`config.mk`:
```
export PLATFORM = sky130hd
export DESIGN_NAME = regfile_sb_flat
export DESIGN_NICKNAME = d
export VERILOG_FILES = /design/src/rtl/regfile_sb_if.sv /design/src/rtl/regfile_sb.sv /design/src/flat_wrapper.sv
export SDC_FILE = /design/constraint.sdc
export NUM_CORES = 2
export LEC_CHECK = 0
export BUFFER_PORTS_ARGS = -buffer_cell sky130_fd_sc_hd__buf_2
export CAP_MARGIN = 25
export CORE_MARGIN = 2
export CORE_UTILIZATION = 43
export CTS_CLUSTER_DIAMETER = 80
export CTS_CLUSTER_SIZE = 30
export DETAILED_ROUTE_END_ITERATION = 10
export MAX_ROUTING_LAYER = met4
export PLACE_DENSITY_LB_ADDON = 0.05
export SETUP_SLACK_MARGIN = 0.4
export SKIP_CTS_REPAIR_TIMING = 1
export SYNTH_ARGS = -nofsm -noshare
export SYNTH_HDL_FRONTEND = slang
export SYNTH_SLANG_ARGS = --single-unit
export TNS_END_PERCENT = 50
```
`constraint.sdc`:
```
create_clock -name clk -period 6.69 [get_ports clk]
set_input_delay 0.669 -clock clk [delete_from_list [all_inputs] [get_ports clk]]
set_output_delay 0.669 -clock clk [all_outputs]
set_load 0.01 [all_outputs]
```
`src/rtl/regfile_sb_if.sv`:
```
// Bundle of read, writeback and allocation signals between the decode/writeback
// stages and the scoreboarded register file.
interface regfile_sb_if #(
  parameter int unsigned XLEN           = 32,
  parameter int unsigned REG_ADDR_WIDTH = 5,
  parameter int unsigned NUM_RD         = 2,
  parameter int unsigned NUM_WR         = 2
);
  logic [NUM_RD*REG_ADDR_WIDTH-1:0] ra;
  logic [NUM_RD*XLEN-1:0]           rdata;
  logic [NUM_RD-1:0]                rd_busy;
  logic [NUM_WR-1:0]                wr_en;
  logic [NUM_WR*REG_ADDR_WIDTH-1:0] wa;
  logic [NUM_WR*XLEN-1:0]           wdata;
  logic                             alloc_valid;
  logic [REG_ADDR_WIDTH-1:0]        alloc_addr;
  logic                             alloc_ready;
  logic                             flush;
  logic [REG_ADDR_WIDTH:0]          busy_count;

  modport master (
    output ra, wr_en, wa, wdata, alloc_valid, alloc_addr, flush,
    input  rdata, rd_busy, alloc_ready, busy_count
  );

  modport slave (
    input  ra, wr_en, wa, wdata, alloc_valid, alloc_addr, flush,
    output rdata, rd_busy, alloc_ready, busy_count
  );
endinterface

```
`src/rtl/regfile_sb.sv`:
```
// Multi-port integer register file with a per-register busy scoreboard for
// dual-issue cores: operand reads, destination allocation with WAW stall, writeback clear.
module regfile_sb #(
  parameter int unsigned XLEN           = 32,
  parameter int unsigned REG_ADDR_WIDTH = 5,
  parameter int unsigned NUM_RD         = 2,
  parameter int unsigned NUM_WR         = 2,
  parameter int unsigned WR_BYPASS      = 1,
  parameter int unsigned RD_LATENCY     = 0
) (
  input  logic         clk,
  input  logic         areset_n,
  regfile_sb_if.slave  bus
);
  localparam int unsigned RAW  = REG_ADDR_WIDTH;
  localparam int unsigned NREG = 2**RAW;
  localparam int unsigned CW   = RAW + 1;

  logic [XLEN-1:0]        regs_q [NREG];
  logic [XLEN-1:0]        regs_d [NREG];
  logic [NREG-1:0]        busy_q, busy_d;
  logic [CW-1:0]          count_q, count_d;
  logic                   alloc_take;
  logic [NUM_RD*XLEN-1:0] rdata_c;
  logic [NUM_RD-1:0]      rbusy_c;

  assign bus.alloc_ready = ~busy_q[bus.alloc_addr];
  assign bus.busy_count  = count_q;

  always_comb begin
    alloc_take = bus.alloc_valid && !busy_q[bus.alloc_addr] &&
                 (bus.alloc_addr != '0) && !bus.flush;
  end

  // Ascending port order lets the highest-index writer win; alloc is applied
  // after the clears so a same-edge alloc/write to a free register ends busy.
  always_comb begin
    regs_d = regs_q;
    busy_d = busy_q;
    for (int unsigned i = 0; i < NUM_WR; i++) begin
      if (bus.wr_en[i] && (bus.wa[i*RAW +: RAW] != '0)) begin
        regs_d[bus.wa[i*RAW +: RAW]] = bus.wdata[i*XLEN +: XLEN];
        busy_d[bus.wa[i*RAW +: RAW]] = 1'b0;
      end
    end
    if (alloc_take) busy_d[bus.alloc_addr] = 1'b1;
    if (bus.flush)  busy_d = '0;
    count_d = '0;
    for (int unsigned r = 0; r < NREG; r++) begin
      count_d = count_d + CW'(busy_d[r]);
    end
  end

  always_ff @(posedge clk or negedge areset_n) begin
    if (!areset_n) begin
      regs_q  <= '{default: '0};
      busy_q  <= '0;
      count_q <= '0;
    end else begin
      regs_q  <= regs_d;
      busy_q  <= busy_d;
      count_q <= count_d;
    end
  end

  // Registered reads sample post-edge state (write-before-read); combinational
  // reads see current state, optionally overridden by same-cycle writers.
  always_comb begin
    rdata_c = '0;
    rbusy_c = '0;
    for (int unsigned j = 0; j < NUM_RD; j++) begin
      if (RD_LATENCY != 0) begin
        rdata_c[j*XLEN +: XLEN] = regs_d[bus.ra[j*RAW +: RAW]];
        rbusy_c[j]              = busy_d[bus.ra[j*RAW +: RAW]];
      end else begin
        rdata_c[j*XLEN +: XLEN] = regs_q[bus.ra[j*RAW +: RAW]];
        rbusy_c[j]              = busy_q[bus.ra[j*RAW +: RAW]];
        if (WR_BYPASS != 0) begin
          for (int unsigned i = 0; i < NUM_WR; i++) begin
            if (bus.wr_en[i] && (bus.wa[i*RAW +: RAW] == bus.ra[j*RAW +: RAW])) begin
              rdata_c[j*XLEN +: XLEN] = bus.wdata[i*XLEN +: XLEN];
              rbusy_c[j]              = 1'b0;
            end
          end
        end
      end
      if (bus.ra[j*RAW +: RAW] == '0) begin
        rdata_c[j*XLEN +: XLEN] = '0;
        rbusy_c[j]              = 1'b0;
      end
    end
  end

  generate
    if (RD_LATENCY == 0) begin : g_comb_rd
      assign bus.rdata   = rdata_c;
      assign bus.rd_busy = rbusy_c;
    end else begin : g_reg_rd
      logic [NUM_RD*XLEN-1:0] rdata_q;
      logic [NUM_RD-1:0]      rbusy_q;
      always_ff @(posedge clk or negedge areset_n) begin
        if (!areset_n) begin
          rdata_q <= '0;
          rbusy_q <= '0;
        end else begin
          rdata_q <= rdata_c;
          rbusy_q <= rbusy_c;
        end
      end
      assign bus.rdata   = rdata_q;
      assign bus.rd_busy = rbusy_q;
    end
  endgenerate
endmodule

```
`src/flat_wrapper.sv`:
```
// flat-port wrapper written by rule: the top's interface ports become plain ports
module regfile_sb_flat 
#(
  parameter int unsigned XLEN           = 32,
  parameter int unsigned REG_ADDR_WIDTH = 5,
  parameter int unsigned NUM_RD         = 2,
  parameter int unsigned NUM_WR         = 2,
  parameter int unsigned WR_BYPASS      = 1,
  parameter int unsigned RD_LATENCY     = 0
)
  (clk, areset_n, bus_ra, bus_wr_en, bus_wa, bus_wdata, bus_alloc_valid, bus_alloc_addr, bus_flush, bus_rdata, bus_rd_busy, bus_alloc_ready, bus_busy_count);
  regfile_sb_if #(.XLEN(XLEN), .REG_ADDR_WIDTH(REG_ADDR_WIDTH), .NUM_RD(NUM_RD), .NUM_WR(NUM_WR)) bus_i ();
  input  logic clk;
  input  logic areset_n;
  input wire logic [$bits(bus_i.ra)-1:0] bus_ra;
  input wire logic [$bits(bus_i.wr_en)-1:0] bus_wr_en;
  input wire logic [$bits(bus_i.wa)-1:0] bus_wa;
  input wire logic [$bits(bus_i.wdata)-1:0] bus_wdata;
  input wire logic [$bits(bus_i.alloc_valid)-1:0] bus_alloc_valid;
  input wire logic [$bits(bus_i.alloc_addr)-1:0] bus_alloc_addr;
  input wire logic [$bits(bus_i.flush)-1:0] bus_flush;
  output wire logic [$bits(bus_i.rdata)-1:0] bus_rdata;
  output wire logic [$bits(bus_i.rd_busy)-1:0] bus_rd_busy;
  output wire logic [$bits(bus_i.alloc_ready)-1:0] bus_alloc_ready;
  output wire logic [$bits(bus_i.busy_count)-1:0] bus_busy_count;
  assign bus_i.ra = bus_ra;
  assign bus_i.wr_en = bus_wr_en;
  assign bus_i.wa = bus_wa;
  assign bus_i.wdata = bus_wdata;
  assign bus_i.alloc_valid = bus_alloc_valid;
  assign bus_i.alloc_addr = bus_alloc_addr;
  assign bus_i.flush = bus_flush;
  assign bus_rdata = bus_i.rdata;
  assign bus_rd_busy = bus_i.rd_busy;
  assign bus_alloc_ready = bus_i.alloc_ready;
  assign bus_busy_count = bus_i.busy_count;
  regfile_sb #(.XLEN(XLEN), .REG_ADDR_WIDTH(REG_ADDR_WIDTH), .NUM_RD(NUM_RD), .NUM_WR(NUM_WR), .WR_BYPASS(WR_BYPASS), .RD_LATENCY(RD_LATENCY)) u_core (.clk(clk), .areset_n(areset_n), .bus(bus_i));
endmodule
```
==> results.json, run 1 <==
{
  "io_buffers": 167,
  "cts_buffer_depth": 3,
  "synth_top_flop_cell": "dfrtp_1",
  "cts.sinks": 1062,
  "worst-ep-kind": "sequential cell input",
  "grt_first_pass_wirelength_um": 433000,
  "synth_xor_area_frac": 0.00297,
  "synthAdderAreaFrac": 0.00857,
  "grt_max_degree": 136,
  "synth_top_family_by_area": "multiplexers",
  "yosys.area_share.simple": 0.0825,
  "error_line": "[ERROR DRT-0255] Maze Route cannot find path of net bus_wdata[7] in worker of routeBox ( 386400 193200 ) ( 400825 241500 ).",
  "die_x_um": 401,
  "status": "stopped before the end",
  "syn_area_um2": 67700,
  "fp-row-count": 145,
  "synth_edf_count": 0,
  "grt_pass1_vias": 53867,
  "cts-root-buf": "clkbuf_16",
  "ios": 168,
  "syn-num-nets": 6734,
  "yosys_warnings": 0,
  "cts_made_buffers": 85,
  "place_congestion": 0.904,
  "worst_endpoint": "u_core.bus.busy_count[4]$_DFF_PN0_/D",
  "synth_compound_area_frac": 0.149,
  "synthMuxAreaShare": 0.309,
  "synthCells": 6607,
  "ys_types": 59,
  "ys_seq_area_frac": 0.392,
  "dp_hpwl_um": 169000,
  "ys_seq_elements": 1062,
  "floorplan.initialDensity": 0.433,
  "h-tree-depth": 3,
  "syn_area_per_cell_um2": 10.2,
  "haltStage": "detailed routing",
  "track_usage": 0.387,
  "async_reset_ff_frac": 1.00,
  "antenna_found_initial": 27,
  "overflow": 0,
  "die_y_um": 401
}
==> kinds of logic after synthesis <==
kind of cell	after synthesis
AO/OA/AOI/OAI	1656
multiplexers	1566
XOR/XNOR	23
adder cells (fa/ha/maj)	32
buffers and inverters	934
AND/OR/NAND/NOR	1334
flip-flops	1062
==> routing by layer <==
layer and global-route usage:
met1 0.524, met2 0.565, met3 0.0856, met4 0.155, met5 -
==> per-stage QoR <==
step                area [um2]  setup slack [ps]  cells  utilization
global placement         70000              -428   8162        0.448
global route             73500              49.2   8355        0.470
CTS                      73300               110   8328        0.469
floorplan                67700              74.9   6607            -
detailed placement       70200              -409   8170        0.449
==> cells in the mapped netlist (all sizes together), types with 3 or more instances <==
| library cell | instances | area [um2] |
|---|---|---|
| buf | 242 | 1150 |
| o22a | 3 | 26.3 |
| nor2b | 8 | 50.1 |
| o221ai | 61 | 534 |
| clkbuf | 658 | 2470 |
| nand4b | 10 | 87.6 |
| a32oi | 161 | 1410 |
| mux4 | 421 | 9480 |
| nor4 | 5 | 31.3 |
| xor2 | 18 | 158 |
| fa | 24 | 480 |
| nand3 | 6 | 35.0 |
| ha | 8 | 100 |
| o32ai | 30 | 263 |
| o21ai | 437 | 2190 |
| a21oi | 644 | 3220 |
| and3b | 6 | 52.6 |
| and2 | 5 | 31.3 |
| a2bb2oi | 6 | 52.6 |
| inv | 34 | 128 |
| a22o | 33 | 289 |
| o21a | 4 | 30.0 |
| a211oi | 62 | 465 |
| xnor2 | 5 | 43.8 |
| nor3 | 91 | 455 |
| a22oi | 91 | 683 |
| or3 | 6 | 37.5 |
| or3b | 5 | 43.8 |
| nor2 | 596 | 2240 |
| nand2 | 527 | 1980 |
| dfrtp | 1062 | 26600 |
| or4bb | 8 | 90.1 |
| o22ai | 73 | 482 |
| nand3b | 23 | 189 |
| mux2i | 1143 | 11400 |
| and3 | 12 | 75.1 |
| nor3b | 11 | 82.6 |
| a21o | 3 | 22.5 |
| a2111oi | 31 | 278 |
| a21boi | 12 | 90.1 |
| or2 | 9 | 56.3 |
==> run 2, diff against run 1 <==
- CORE_UTILIZATION: 43 -> 28
- CTS_CLUSTER_DIAMETER: 80 -> not set
- CTS_CLUSTER_SIZE: 30 -> not set
- MAX_ROUTING_LAYER: met4 -> not set
- PLACE_DENSITY_LB_ADDON: 0.05 -> 0.15
- SETUP_SLACK_MARGIN: 0.4 -> not set
- clock period: 6.69 -> 8.7 ns (I/O delays scaled with it)
==> run 2 against run 1 <==
  * The flow now finishes without violations
  * Area after synthesis unchanged
  * Synthesized cell count unchanged
  * Global-route usage down 13 points
==> results.json, run 2 <==
{
  "dieArea_um2": 246000,
  "status": "finished clean",
  "rsz0062_at_grt": "no",
  "ys_seq_elements": 1062,
  "crit_type": "in -> reg",
  "setup_ws_ps": 1770,
  "ys_types": 59,
  "nets": 6312,
  "route.detailed.drc": 0,
  "cts_tree": "built",
  "grt_first_pass_wirelength_um": 455000,
  "hp-class": "in -> async",
  "cp.required_ps": 9410,
  "overflow": 0,
  "drt_iter0_markers": 6397,
  "tightest_slew_ps": 1240,
  "power_frac_comb": 0.243,
  "track_usage": 0.261,
  "synth_edf_count": 0,
  "maxCapViolCount": 0,
  "r2r_setup_slack_ps": 1930,
  "postRouteAntennaNets": 0,
  "fmax_mhz": 144,
  "routed_wl_um": 327000,
  "final_cell_mix": "mux2i_1, dfrtp_1, a21oi_1, nor2_1, nand2_1",
  "pre_cts_slack_ps": 976,
  "die_x_um": 496,
  "first_pass_iters": 9,
  "io_buffers": 167,
  "vdd_drop_max_v": 0.000170,
  "setup.worst_path.end_class": "register",
  "yosys_warnings": 0,
  "finClkSkew_ps": 23.5,
  "via_per_inst": 5.88,
  "async_reset_ff_frac": 1.00,
  "power.switching_mw": 5.53,
  "syn-num-nets": 6734,
  "synth_top_area_share": 0.392,
  "synth_top_cell_by_area": "dfrtp_1",
  "die_y_um": 496,
  "synth_common_cells": "mux2i_1, dfrtp_1, clkbuf_1",
  "ios": 168,
  "worstSetupStartpointType": "primary input",
  "h-tree-depth": 4,
  "pwr-share-clk": 0.334,
  "dp_hpwl_um": 184000,
  "final_max_slew_viol_count": 0,
  "maxSlewHeadroom": 0.150,
  "power_density_nw_per_um2": 226,
  "largest_reg_flops": 1024,
  "cts-root-buf": "clkbuf_16",
  "place_congestion": 0.869,
  "cts.sinks": 1062,
  "syn_area_um2": 67700,
  "hold_slack_ps": 104,
  "cts_made_buffers": 132,
  "synth.most_common_cell": "mux2i_1",
  "finalSetupViolCount": 0,
  "clk_latency_ps": 800,
  "grt_max_degree": 142,
  "via_count": 55778,
  "p_int_mw": 11.5,
  "final_common_cell": "mux2i_1",
  "switching_share": 0.325,
  "grt_pass1_vias": 53961,
  "floorplan.initialDensity": 0.282,
  "syn_area_per_cell_um2": 10.2,
  "synth_top_flop_cell": "dfrtp_1",
  "clk_pin_slew_worst_paths_ps": 60,
  "wl_per_cell_um": 34.5,
  "fillCellCount": 24527,
  "utilization": 0.313,
  "cp_max_fo": 14,
  "design.core.area_um2": 241000,
  "syn_to_final_growth_pct": 11.3,
  "top_register": "u_core.regs_q",
  "leakage_nw": 32.3,
  "fp-row-count": 180,
  "period_share": 0.796,
  "cp.arrival_ps": 7640,
  "tns_ps": 0,
  "ys_seq_area_frac": 0.392,
  "antenna_found_initial": 30,
  "fin_crit_ps": 6930,
  "hold_viol": 0,
  "synthCells": 6607,
  "drive_gt1_frac": 0.170,
  "synthTopCellsByArea": "dfrtp_1, mux2i_1, mux4_2",
  "seqPwrFrac": 0.423,
  "cts_buffer_depth": 3
}
[run 2: cell counts after synthesis]
Identical to the previous run, type by type.
[run 2: per-layer routing]
metal,up-vias,track usage,part of all wire
li1,23601,-,-
met1,28811,0.359,0.43
met2,2749,0.403,0.45
met3,601,0.0547,0.077
met4,16,0.0941,0.039
met5,-,0,0.00030
[run 2: stage by stage]
stage / instances / power (mW) / instance area, um2
floorplan: 6607 / 9.89 / 67700
global placement: 9228 / 11.2 / 70900
detailed placement: 9233 / 11.3 / 71000
CTS: 9465 / 17.0 / 75200
global route: 9491 / 17.8 / 75300
finish: 9494 / 17.0 / 75400
[run 2: worst paths after layout]
check | startpoint | to | cells after the start
worst min-delay path | areset_n | u_core.bus.busy_count[0] | 1
worst min register to register | u_core.regs_q[998] | u_core.regs_q[998] | 0
min in group clk | u_core.regs_q[998] | u_core.regs_q[998] | 0
worst max register to register | u_core.busy_q[2] | u_core.bus.busy_count[4] | 20
worst max-delay path | bus_alloc_addr[0] | u_core.bus.busy_count[4] | 21
max in group asynchronous | areset_n | u_core.regs_q[180] | 3
[run 2: area by class of cell]
type	instances	area, um2	area share
Sequential cell	1062	26600	0.353
Tap cell	3185	3990	0.0529
Inverter	34	128	0.00169
Clock inverter	33	333	0.00442
Timing Repair Buffer	344	2420	0.0321
Clock buffer	199	3930	0.0522
Multi-Input combinational cell	4611	37900	0.503
Antenna cell	26	65.1	0.000863
[run 2: power by group through the flow]
stage	Clock, mW	Combinational, mW	Sequential, mW
detailed placement	0	4.11	7.22
CTS	5.79	4.11	7.14
global route	5.99	4.46	7.33
finish	5.69	4.13	7.19
global placement	0	4.04	7.17
floorplan	0	3.01	6.88
[run 2: worst max-delay path, cell delays in order]
cell	delay (ps)
buf_2	400
mux4_2	580
a22o_1	280
a2111oi_2	320
and3_1	430
and3b_1	360
a2bb2oi_1	130
fa_1	510
fa_1	530
inv_1	50
fa_1	470
inv_1	60
fa_1	520
fa_1	420
fa_1	510
fa_1	160
inv_1	60
fa_1	440
a21o_1	190
a21oi_1	170
xnor2_1	130
[run 2: cells by family after synthesis]
family                     Yosys count  share of synthesized area
xor gates and xnor gates            23                    0.00297
and+or+nand+nor                   1334                     0.0825
buffers and inverters              934                     0.0554
DFF                               1062                      0.392
AOI/OAI and AO/OA                 1656                      0.149
muxes                             1566                      0.309
adders and majority gates           32                    0.00857
Note: power is estimated with default switching activity, not from simulation.
